<file path="config.mk">
export PLATFORM = sky130hd
export DESIGN_NAME = proc_alu
export DESIGN_NICKNAME = d
export VERILOG_FILES = /design/src/rtl/proc_alu.sv
export SDC_FILE = /design/constraint.sdc
export NUM_CORES = 1
export LEC_CHECK = 0
export CAP_MARGIN = 5
export CORE_ASPECT_RATIO = 2
export CORE_MARGIN = 4
export CORE_UTILIZATION = 57
export DETAILED_ROUTE_END_ITERATION = 12
export DONT_BUFFER_PORTS = 1
export PLACE_DENSITY_LB_ADDON = 0.05
export RECOVER_POWER = 50
export SLEW_MARGIN = 10
export SYNTH_ARGS = -nofsm -noshare
export SYNTH_HDL_FRONTEND = slang
export SYNTH_SLANG_ARGS = --single-unit
</file>
<file path="constraint.sdc">
create_clock -name clock -period 2.1 [get_ports clock]
set_clock_uncertainty 0.1 [all_clocks]
set_input_delay 0.42 -clock clock [delete_from_list [all_inputs] [get_ports clock]]
set_output_delay 0.42 -clock clock [all_outputs]
set_load 0.05 [all_outputs]
</file>
<file path="src/rtl/proc_alu.sv">
// proc_alu: operand register A and result register G for the base processor.
// A is latched from buswires; G <= A +/- buswires on a later edge.
// Optional macro ALU_FLAGS_EN adds registered flag_z/flag_n/flag_c/flag_v.
module proc_alu #(
  parameter int unsigned WIDTH = 16
) (
  input  logic             clock,
  input  logic             resetn,
  input  logic             ain,
  input  logic             gin,
  input  logic             sub,
  input  logic [WIDTH-1:0] buswires,
`ifdef ALU_FLAGS_EN
  output logic             flag_z,
  output logic             flag_n,
  output logic             flag_c,
  output logic             flag_v,
`endif
  output logic [WIDTH-1:0] aluout
);

  logic [WIDTH-1:0] a_q;
  logic [WIDTH-1:0] g_q;
  logic [WIDTH-1:0] result_c;

`ifdef ALU_FLAGS_EN
  logic [WIDTH-1:0] b_eff_c;
  logic [WIDTH:0]   wide_c;
  logic             z_c;
  logic             n_c;
  logic             c_c;
  logic             v_c;

  // Single adder: subtract as A + ~bus + 1 so the carry out is NOT borrow
  always_comb begin
    b_eff_c  = sub ? ~buswires : buswires;
    wide_c   = {1'b0, a_q} + {1'b0, b_eff_c} + (WIDTH+1)'(sub);
    result_c = wide_c[WIDTH-1:0];
    z_c      = (result_c == '0);
    n_c      = result_c[WIDTH-1];
    c_c      = wide_c[WIDTH];
    v_c      = (a_q[WIDTH-1] == b_eff_c[WIDTH-1]) &&
               (result_c[WIDTH-1] != a_q[WIDTH-1]);
  end

  // Flag registers load alongside G
  always_ff @(posedge clock or negedge resetn) begin
    if (!resetn) begin
      flag_z <= 1'b0;
      flag_n <= 1'b0;
      flag_c <= 1'b0;
      flag_v <= 1'b0;
    end else if (gin) begin
      flag_z <= z_c;
      flag_n <= n_c;
      flag_c <= c_c;
      flag_v <= v_c;
    end
  end
`else
  // Modulo-2^WIDTH add or subtract; carry/borrow discarded
  always_comb begin
    result_c = sub ? (a_q - buswires) : (a_q + buswires);
  end
`endif

  // Operand register A
  always_ff @(posedge clock or negedge resetn) begin
    if (!resetn) begin
      a_q <= '0;
    end else if (ain) begin
      a_q <= buswires;
    end
  end

  // Result register G; uses the pre-edge A when ain and gin coincide
  always_ff @(posedge clock or negedge resetn) begin
    if (!resetn) begin
      g_q <= '0;
    end else if (gin) begin
      g_q <= result_c;
    end
  end

  assign aluout = g_q;

endmodule

</file>
== Yosys cells after proc, flatten, opt, wreduce, memory -nomap -nowiden ==
Cells that the tools add are included.

* $mul: 0
* $add $sub $neg: 2
* Reduce and logical (&&, ||, !) cells: 0
* Shift operators: 0
* Divide/modulo/power cells: 0
* Order comparisons: 0
* Mux-type cells: 1
* Equality and inequality tests: 0
* Bitwise operators: 0

{| class="wikitable"
|+ Operator list
! cell !! count
|-
| 16-bit adder || 1
|-
| 16-bit 2-to-1 mux || 1
|-
| 16-bit subtractor || 1
|}

* Bits of input ports: 21
* Bits in read-only memories: 0
* RAM bits: 0
* Bits in registers: 32
* Memories kept: 0
* Output and inout port bits: 16
* Latch bits: 0
* Logic and storage cells: 5

== Logic depth before layout (Yosys ltp) ==
* Depth in word-level cells: 2
* Gate-level depth with buffers: 13
* Mapped depth without buffers: 13

== Worst setup path after synthesis ==
No wires, ideal clock.

* Path type: input port to flip-flop
* Start: input buswires[0]
* End: register g_q[13] (netlist: aluout[13])
* Buffers on the path: 0
* Stages on the path: 12
* Slack: -0.607 ns
* Setup time: 0.126 ns
* Arrival time: 2.481 ns
* Data required time: 1.874 ns
* Path through: inv_1 -> ha_1 -> nor2b_1 -> and2_1 -> a21oi_1 -> xnor2_1 -> ha_1 -> a21oi_1 -> o221a_2 -> o21ai_2 -> a31o_1 -> a221o_1

* Longest elaborated chain between the ends: 2
* Elaborated cells between the ends (all ways): 3
* Classes of those cells: add/sub (2); mux (1)

{| class="wikitable"
|+ Ends and longest elaborated chain
! element !! RTL line !! text
|-
| start, declared || 12 || <nowiki>input logic [WIDTH-1:0] buswires,</nowiki>
|-
| 16-bit adder or 16-bit subtractor (tied branches) || 63 || <nowiki>result_c = sub ? (a_q - buswires) : (a_q + buswires);</nowiki>
|-
| 16-bit 2-to-1 mux * || 63 ||
|-
| end signal, assigned || 81 || <nowiki>g_q <= result_c;</nowiki>
|-
| end, declared || 23 || <nowiki>logic [WIDTH-1:0] g_q;</nowiki>
|}

Mark *: on every way between the ends. The rest lies on a longest branch, timed or not.
A chain may end at the register's enable or synchronous reset.

== Worst setup path after layout ==
* Start: register a_q[0]
* End: register g_q[10] (netlist: aluout[10])

* Longest elaborated chain between the ends: 2
* Elaborated cells between the ends (all ways): 3
* Classes of those cells: add/sub (2); mux (1)

{| class="wikitable"
|+ Ends and longest elaborated chain
! element !! RTL line !! text
|-
| start, declared || 22 || <nowiki>logic [WIDTH-1:0] a_q;</nowiki>
|-
| start signal, assigned || 72 || <nowiki>a_q <= buswires;</nowiki>
|-
| 16-bit adder or 16-bit subtractor (tied branches) || 63 ||
|-
| 16-bit 2-to-1 mux * || 63 ||
|}

Marked as above.

==> flow_summary.json <==
{
  "run_status": "complete, but fails checks",
  "violations": "setup timing",
  "grt_max_degree": 33,
  "fin_area_um2": 3009,
  "met1_usage_pct": 26.14,
  "num_io_pins": 37,
  "required_ps": 2210,
  "synthMuxAreaShare_pct": 11.39,
  "worstMarginPinSlew_ps": 815.2,
  "final_antenna_net_count": 0,
  "peakVddDrop_mv": 0.7316,
  "wl_mm": 5.932,
  "netlist.area_leader.share_pct": 35.38,
  "grt_pass1_wl_mm": 9.763,
  "yosysTopAreaCell": "dfrtp_1",
  "final_layout_size_suffix_gt1_share_pct": 41.45,
  "cp_max_fo": 4,
  "synth_top_family_by_area": "compound AO/OA/AOI/OAI gates",
  "critPathArrivalTime_ps": 2520,
  "cts_sinks": 32,
  "final_util_pct": 78.29,
  "synth_xor_area_share_pct": 8.845,
  "yosys-top-cells-area": "dfrtp_1, mux2_2, ha_1, xnor2_1, a21oi_1",
  "grt_busiest_layer": "met2",
  "instances_no_fill": 326,
  "slew-limit-headroom_pct": 45.66,
  "synth-simple-area-share_pct": 14.59,
  "overflow": 0,
  "regArea_um2": 800.8,
  "multi_input_area_um2": 1615,
  "gp_congestion": 0.8795,
  "yosysSeqAreaShare_pct": 35.38,
  "grtUsageMet3_pct": 4.608,
  "clockRootBuffer": "clkbuf_8",
  "hpwlAfterDp_mm": 4.331,
  "fin_nets": 312,
  "cts_buffers": 5,
  "n_antenna_cell": 0,
  "ys_warn_count": 0,
  "rsz0062_at_grt": "yes",
  "max-cap-violations": 0,
  "clk_pin_slew_worst_paths_ps": 70,
  "cts_tree": "yes",
  "syn_inst": 229,
  "syn_area_per_cell_um2": 9.884,
  "place_inst": 309,
  "firstDrtPassIters": 4,
  "htreeDepth": 2,
  "finalCritPeriodShare_pct": 114.7,
  "yosysMostFrequentCell": "dfrtp_1",
  "start_util_pct": 58.89,
  "netlist_area_um2": 2263,
  "yosysUniqueCellTypes": 43,
  "gr-usage-all-layers_pct": 25.36,
  "fin_hold_ws_ps": 126.5,
  "syn-num-nets": 267,
  "synth_compound_area_share_pct": 16.64,
  "maxSlewViolCount": 0,
  "antenna_found_initial": 0,
  "insertion_delay_ps": 280,
  "die-width_um": 52.56,
  "tns_ps": -2326,
  "ys_ff_latch": 32,
  "vias_per_cell": 5.917,
  "syn2layout_area_growth_pct": 32.95,
  "setup_viol": 11,
  "use_met2_pct": 47.41,
  "dieArea_um2": 5104,
  "vias": 1929,
  "max_clock_freq_ghz": 0.4151,
  "hp-class": "input port to flip-flop",
  "dr.first_iter.drc_count": 37,
  "synth_edf_count": 0,
  "synthTopCellsByCount": "dfrtp_1, mux2_2, xnor2_1",
  "post_dp_cell_area_um2": 2693,
  "grt_pass1_vias": 2116,
  "drc_errors": 0,
  "critPathLaunchType": "flip-flop",
  "fp.coreArea_um2": 3844,
  "fin_crit_ps": 2409,
  "synthArstFlopShare_pct": 100.0,
  "synthAdderAreaFrac_pct": 9.729,
  "hold_viol": 0,
  "cp-end-kind": "flip-flop",
  "p_per_area_nw_per_um2": 916.5,
  "detail_route.wl_per_cell_um": 18.20,
  "path_class": "flip-flop to flip-flop",
  "synth_flop_cell": "dfrtp_1",
  "fill_cells": 260,
  "cts_buffer_depth": 2,
  "setup_ws_ps": -309.1,
  "die_y_um": 97.12,
  "portBuffers": 0,
  "rows": 32,
  "p_leak_nw": 1.303
}
## area by class of cell
cell class | instances | area share, %
Clock buffer | 8 | 2.994
Inverter | 12 | 2.620
Multi-Input combinational cell | 177 | 53.68
Sequential cell | 32 | 26.61
Tap cell | 51 | 2.121
Timing Repair Buffer | 46 | 11.98
## routing by layer
metal	share of wire, %	up-vias	wire [um]
met5	0	-	0
li1	-	914	-
met3	4.9	14	291
met1	34	942	2038
met4	2.3	0	139
met2	58	59	3463
## logic make-up after synthesis
logic type / Yosys count
mux: 23
xor+xnor: 22
buf+inv: 20
simple gates: 62
fa+ha+maj: 17
compound gates: 53
flops: 32
## where the power goes
part | switching [W] | total, W | internal, W
clock network | 0.000225 | 0.000493 | 0.000267
logic | 0.000471 | 0.00103 | 0.000557
registers | 0.000488 | 0.00124 | 0.000749
## sequential cells by signal, summed over array words and instances (netlist names)
signal and flops:
aluout 16, a_q 16
## worst max-delay path, cell delays in order, from the launching register on
cell,delay (ps)
dfrtp_1,360
inv_1,70
ha_1,170
inv_1,60
fa_2,370
a21oi_4,190
o211ai_1,200
a31oi_4,260
nor2b_1,90
or3_1,360
nand4_1,110
## through the flow
step                      power, W  setup WS (ps)
final                     0.002758         -309.1
after CTS                 0.002719         -245.6
after detailed placement  0.002121         -599.5
after global placement    0.002078         -557.3
after floorplan           0.001831         -548.0
after global routing      0.002898         -457.1
## layout by cell type (no fill, tap or decap), types with 3 or more instances in the layout
master / instances
buf_6: 4
xnor2_1: 18
or3_1: 3
a21oi_4: 4
o21ai_0: 3
inv_1: 9
nor3_1: 6
nor2_1: 12
nand2_1: 13
buf_4: 40
ha_1: 14
clkbuf_8: 6
dfrtp_1: 32
a21oi_2: 5
nand3_1: 4
nor3_2: 3
mux2_2: 19
mux2_4: 3
a21oi_1: 6
a21o_1: 6
a31oi_1: 4
o21a_1: 4
nor4_1: 3
## what timing repair did
action,in CTS,in global routing
setup buffers,6,1
gates resized for setup,15,14
hold buffers,2,0
setup endpoints to repair,11,12
pin swaps,18,6
endpoints found under the hold margin,32,0
## worst paths after layout
kind                       slack (ps)          startpoint  depth (start not counted)                endpoint
min in group asynchronous         670              resetn                          2   aluout[9]$_DFFE_PN0P_
hold / removal                    130                 gin                          1   aluout[2]$_DFFE_PN0P_
hold reg to reg                   420  a_q[2]$_DFFE_PN0P_                          1      a_q[2]$_DFFE_PN0P_
setup / recovery                 -310  a_q[0]$_DFFE_PN0P_                         10  aluout[10]$_DFFE_PN0P_
max in group asynchronous         700              resetn                          2   aluout[0]$_DFFE_PN0P_
setup reg to reg                 -310  a_q[0]$_DFFE_PN0P_                         10  aluout[10]$_DFFE_PN0P_
(Power assumes the default switching activity.)
